--- src/rtl/spi_rx_pkg.sv ---
// Shared constants and types for the SPI byte receiver that feeds the FIFO write side.
package spi_rx_pkg;

  localparam int unsigned DATA_WIDTH = 8;
  localparam int unsigned SPI_BITS_W = $clog2(DATA_WIDTH);
  localparam int unsigned HOLD_DEPTH = 2;
  localparam logic        CS_IDLE    = 1'b1;

  typedef enum logic {
    IDLE  = 1'b0,
    SHIFT = 1'b1
  } rxState_e;

endpackage

--- src/rtl/spi_pin_sync.sv ---
// Multi-flop synchroniser for one asynchronous SPI pin, with a selectable reset level.
module spi_pin_sync #(
  parameter int unsigned SYNC_STAGES = 2,
  parameter logic        RESET_VAL   = 1'b0
) (
  input  logic Clk,
  input  logic reset,
  input  logic pinAsync,
  output logic pinSync
);

  logic [SYNC_STAGES-1:0] stages;

  always_ff @(posedge Clk or negedge reset) begin
    if (!reset) begin
      stages <= {SYNC_STAGES{RESET_VAL}};
    end else begin
      stages <= {stages[SYNC_STAGES-2:0], pinAsync};
    end
  end

  assign pinSync = stages[SYNC_STAGES-1];

endmodule

--- src/rtl/spi_byte_receiver.sv ---
// Oversampling SPI (mode 0, MSB first) byte receiver with a small hold queue
// presenting bytes to the FIFO write side under haltInput back-pressure.
module spi_byte_receiver #(
  parameter int unsigned DATA_WIDTH  = spi_rx_pkg::DATA_WIDTH,
  parameter int unsigned SYNC_STAGES = 2,
  parameter int unsigned HOLD_DEPTH  = spi_rx_pkg::HOLD_DEPTH
) (
  input  logic                  Clk,
  input  logic                  reset,
  input  logic                  spiSclk,
  input  logic                  spiMosi,
  input  logic                  spiCsN,
  input  logic                  haltInput,
  input  logic                  clearOvf,
  output logic                  Control,
  output logic [DATA_WIDTH-1:0] dataOut,
  output logic                  overflow,
  output logic                  frameActive,
  output logic [7:0]            byteCount
);

  import spi_rx_pkg::*;

  localparam int unsigned BitW  = $clog2(DATA_WIDTH);
  localparam int unsigned AddrW = $clog2(HOLD_DEPTH);
  localparam int unsigned PtrW  = AddrW + 1;

  logic syncSclk;
  logic syncMosi;
  logic syncCsN;
  logic sclkPrev;
  logic sclkRise;

  spi_pin_sync #(.SYNC_STAGES(SYNC_STAGES), .RESET_VAL(1'b0)) uSyncSclk (
    .Clk      (Clk),
    .reset    (reset),
    .pinAsync (spiSclk),
    .pinSync  (syncSclk)
  );

  spi_pin_sync #(.SYNC_STAGES(SYNC_STAGES), .RESET_VAL(1'b0)) uSyncMosi (
    .Clk      (Clk),
    .reset    (reset),
    .pinAsync (spiMosi),
    .pinSync  (syncMosi)
  );

  spi_pin_sync #(.SYNC_STAGES(SYNC_STAGES), .RESET_VAL(CS_IDLE)) uSyncCsN (
    .Clk      (Clk),
    .reset    (reset),
    .pinAsync (spiCsN),
    .pinSync  (syncCsN)
  );

  always_ff @(posedge Clk or negedge reset) begin
    if (!reset) begin
      sclkPrev <= 1'b0;
    end else begin
      sclkPrev <= syncSclk;
    end
  end

  assign sclkRise = syncSclk & ~sclkPrev;

  // Shift/bit-count FSM: state register plus next-state logic.
  rxState_e              state;
  rxState_e              stateNext;
  logic [DATA_WIDTH-1:0] shiftReg;
  logic [DATA_WIDTH-1:0] shiftNext;
  logic [DATA_WIDTH-1:0] shiftWord;
  logic [BitW-1:0]       bitCount;
  logic [BitW-1:0]       bitCountNext;
  logic [7:0]            byteCountNext;
  logic                  pushValid;

  assign shiftWord = {shiftReg[DATA_WIDTH-2:0], syncMosi};

  always_ff @(posedge Clk or negedge reset) begin
    if (!reset) begin
      state     <= IDLE;
      shiftReg  <= '0;
      bitCount  <= '0;
      byteCount <= '0;
    end else begin
      state     <= stateNext;
      shiftReg  <= shiftNext;
      bitCount  <= bitCountNext;
      byteCount <= byteCountNext;
    end
  end

  always_comb begin
    stateNext     = state;
    shiftNext     = shiftReg;
    bitCountNext  = bitCount;
    byteCountNext = byteCount;
    pushValid     = 1'b0;
    case (state)
      IDLE: begin
        if (syncCsN != CS_IDLE) begin
          stateNext     = SHIFT;
          shiftNext     = '0;
          bitCountNext  = '0;
          byteCountNext = '0;
        end
      end
      SHIFT: begin
        // Chip-select release wins over any coincident clock edge; partial byte is lost.
        if (syncCsN == CS_IDLE) begin
          stateNext    = IDLE;
          shiftNext    = '0;
          bitCountNext = '0;
        end else if (sclkRise) begin
          shiftNext = shiftWord;
          if (bitCount == BitW'(DATA_WIDTH - 1)) begin
            pushValid     = 1'b1;
            bitCountNext  = '0;
            byteCountNext = byteCount + 8'd1;
          end else begin
            bitCountNext = bitCount + BitW'(1);
          end
        end
      end
      default: stateNext = IDLE;
    endcase
  end

  assign frameActive = (state == SHIFT);

  // Hold queue: extra wrap bit on each pointer distinguishes full from empty.
  logic [DATA_WIDTH-1:0] holdMem [HOLD_DEPTH];
  logic [PtrW-1:0]       wrPtr;
  logic [PtrW-1:0]       rdPtr;
  logic                  full;
  logic                  pop;
  logic                  pushAccept;
  logic                  drop;

  assign full       = (wrPtr[AddrW] != rdPtr[AddrW]) &&
                      (wrPtr[AddrW-1:0] == rdPtr[AddrW-1:0]);
  assign Control    = (wrPtr != rdPtr);
  assign pop        = Control & ~haltInput;
  assign pushAccept = pushValid & (~full | pop);
  assign drop       = pushValid & full & ~pop;
  assign dataOut    = holdMem[rdPtr[AddrW-1:0]];

  always_ff @(posedge Clk or negedge reset) begin
    if (!reset) begin
      for (int i = 0; i < int'(HOLD_DEPTH); i++) begin
        holdMem[i] <= '0;
      end
      wrPtr    <= '0;
      rdPtr    <= '0;
      overflow <= 1'b0;
    end else begin
      if (pushAccept) begin
        holdMem[wrPtr[AddrW-1:0]] <= shiftWord;
        wrPtr                     <= wrPtr + PtrW'(1);
      end
      if (pop) begin
        rdPtr <= rdPtr + PtrW'(1);
      end
      if (drop) begin
        overflow <= 1'b1;
      end else if (clearOvf) begin
        overflow <= 1'b0;
      end
    end
  end

endmodule

--- config.mk ---
export PLATFORM = sky130hd
export DESIGN_NAME = spi_byte_receiver
export DESIGN_NICKNAME = d
export VERILOG_FILES = /design/src/rtl/spi_rx_pkg.sv /design/src/rtl/spi_pin_sync.sv /design/src/rtl/spi_byte_receiver.sv
export SDC_FILE = /design/constraint.sdc
export NUM_CORES = 1
export LEC_CHECK = 0
export CORE_ASPECT_RATIO = 0.5
export CORE_MARGIN = 3
export CORE_UTILIZATION = 30
export CTS_CLUSTER_SIZE = 24
export DETAILED_ROUTE_END_ITERATION = 6
export GPL_TIMING_DRIVEN = 0
export PLACE_DENSITY = 0.54
export SLEW_MARGIN = 0
export SYNTH_ARGS = -nofsm -noshare
export SYNTH_HDL_FRONTEND = slang
export SYNTH_SLANG_ARGS = --single-unit
export TNS_END_PERCENT = 10
--- constraint.sdc ---
create_clock -name Clk -period 2.5 [get_ports Clk]
set_input_delay 0.75 -clock Clk [delete_from_list [all_inputs] [get_ports Clk]]
set_output_delay 0.75 -clock Clk [all_outputs]
set_load 0.02 [all_outputs]
==> results.ini <==
[run_status]
status = finished, final reports clean

[timing]
tightestPinTransition_ps = 729
rsz0062_at_grt = false
finalCritPeriodShare = 0.940
fmax_ghz = 0.425
fin_crit_ps = 2350
clock_skew_ps = 3.37
drv_slew = 0
final-hold-violation-count = 0
setup_viol = 0
final.setup.tns_ps = 0
hold_ws_ps = 349
max_slew_margin = 0.511

[drt]
wl_per_cell_um = 12.8
routed_wl_mm = 3.42
vias = 1228
drtIter0Drc = 53
drtAntennaViolNets = 0
dr.pass1.iters = 4
via_per_inst = 4.58
drcViolationCount = 0

[critical_path]
reg2reg_from = bitCount[0]
startpoint = rdPtr[0]
critical_path_required_ps = 1750
setup.worst_path.class = reg -> out
cp_max_fo = 10
critPathCaptureType = primary output
arrival_ps = 1600
cp-start-kind = flop
r2r_slack_ps = 510

[clock_network]
cts.sinks = 47
cts_tree = yes
clk_path_buf_depth = 2
h-tree-depth = 2
holdBufCountCts = 0
clk_latency_ps = 280
numCtsBuffers = 5
post_cts_buffers = 0
root_buffer = clkbuf_16
clkTransAtPathRegs_ps = 60

[finish]
antenna_cells = 0
layout.nets = 189
final_cell_area_um2 = 2480
finalNonFillerCells = 268
syn_to_final_growth_pct = 27.3
drive_gt1_frac = 0.228

[power]
powerDensity_nw_per_um2 = 680
leakagePower_uw = 0.00117
power_uw = 1690
ir_drop_mv = 0.307

[die]
die_h_um = 63.0
die_w_um = 120
ios = 26
floorplan.initialDensity = 0.316
dieArea_um2 = 7560
core_um2 = 6180
core.rowCount = 20

[synth]
synthDistinctLibCells = 30
ys_top_cells_by_count = 45 x dfrtp_1, 24 x mux2_2, 11 x nand2_1
synth.net_count = 156
yosys_register_bits = 47
yosys.area.top_type_share = 0.577
synth_edf_count = 0
synthCells = 146
synthArstFlopShare = 1.00
syn_area_per_cell_um2 = 13.4
syn-cell-area_um2 = 1950
synthTopCellsByArea = dfrtp_1 58%, mux2_2 14%, a22o_1 3.6%
ys_seq_area_frac = 0.604
yosysWarningCount = 0
synth_ff_type = dfrtp_1
synth_most_common_cell = dfrtp_1
synth_top_area_cell = dfrtp_1

[global_routing]
grt_max_degree = 28
overflow = 0
grt_antenna_before_repair = 0
grt_pass1_wl_mm = 6.14
grtUsageTotal = 0.101
first_global_vias = 1257

[placed_design]
portBuffers = 25
gp_congestion = 0.761
post_dp_cell_area_um2 = 2330
dp.cells = 260
dp_hpwl_mm = 2.49

[run]
drv_cap = 0

[min_path]
hold_start = uSyncMosi.stages[0]
hold_path.class = reg -> reg

-- critical path, cell delays in order (launching register included) --
cell and delay (ps):
dfrtp_1 390, clkbuf_4 260, mux2_2 360, dlygate4sd2_1 320
-- cell families (layout without fill, tap and decap cells) --
kind of cell,after synthesis,count (layout),share of synthesized area
DFF,47,47,0.604
buffers and inverters,6,40,0.0115
adders and majority gates,3,3,0.0192
AOI/OAI and AO/OA,27,27,0.0943
and+or+nand+nor,31,31,0.0962
muxes,24,24,0.139
xor gates and xnor gates,8,8,0.0359
-- flip-flops by register name (all words and copies together) (netlist names) --
register          flops
frameActive           1
bitCount              3
uSyncSclk.stages      2
uSyncCsN.stages       2
rdPtr                 2
uSyncMosi.stages      2
byteCount             8
holdMem              16
sclkPrev              1
shiftReg              7
wrPtr                 2
overflow              1
-- cells in the final DEF (no fill, tap or decap), types with 4 or more instances in the layout --
cell type / netlist / routed
a21o_1: 4 / 4
a22o_1: 8 / 8
clkbuf_16: 0 / 5
clkdlybuf4s50_1: 0 / 16
dfrtp_1: 45 / 45
dlygate4sd2_1: 0 / 8
mux2_2: 24 / 24
nand2_1: 11 / 11
nand3_1: 4 / 4
o21ai_0: 9 / 9
xnor2_1: 6 / 5
-- area by class of cell --
cell class	instances	area [um^2]
inverters	3	11.3
fillers	612	3700
clock buffers	6	139
multi-input cells	93	757
well taps	88	110
repair buffers	26	255
flip-flops and latches	47	1180
clock inverters	2	16.3
plain buffers	3	15.0
-- per-layer routing --
metal  GRT usage  share of wire  vias to the layer above
met5           0              0                        -
met4      0.0300         0.0094                        0
met3      0.0289          0.035                        6
met2       0.161           0.48                       13
met1       0.134           0.47                      617
li1            -              -                      592
-- metrics by stage --
| step | setup slack [ps] | utilization |
|---|---|---|
| floorplan | 644 | - |
| global placement | -604 | 0.374 |
| detailed placement | -25.4 | 0.376 |
| CTS | 74.3 | 0.400 |
| global route | 62.4 | 0.402 |
| finish | 149 | 0.402 |
-- power breakdown --
group | internal [uW] | leakage, uW | switching [uW]
logic | 101 | 0.000468 | 109
registers | 788 | 0.000631 | 21.7
clock network | 399 | 0.0000731 | 271
-- final timing paths --
path | depth (start not counted) | end
max | 3 | dataOut[2]
min | 0 | uSyncMosi.stages[1]
max reg2reg | 5 | holdMem[9]
min reg2reg | 0 | uSyncMosi.stages[1]
max in group asynchronous | 2 | holdMem[3]
min in group asynchronous | 1 | byteCount[6]
-- timing repair --
item,in CTS,in global routing
setup endpoints to repair,8,1
pin swaps,0,0
gates resized for setup,10,1
gates cloned,0,0
No activity file was read; power rests on OpenSTA's default activity.
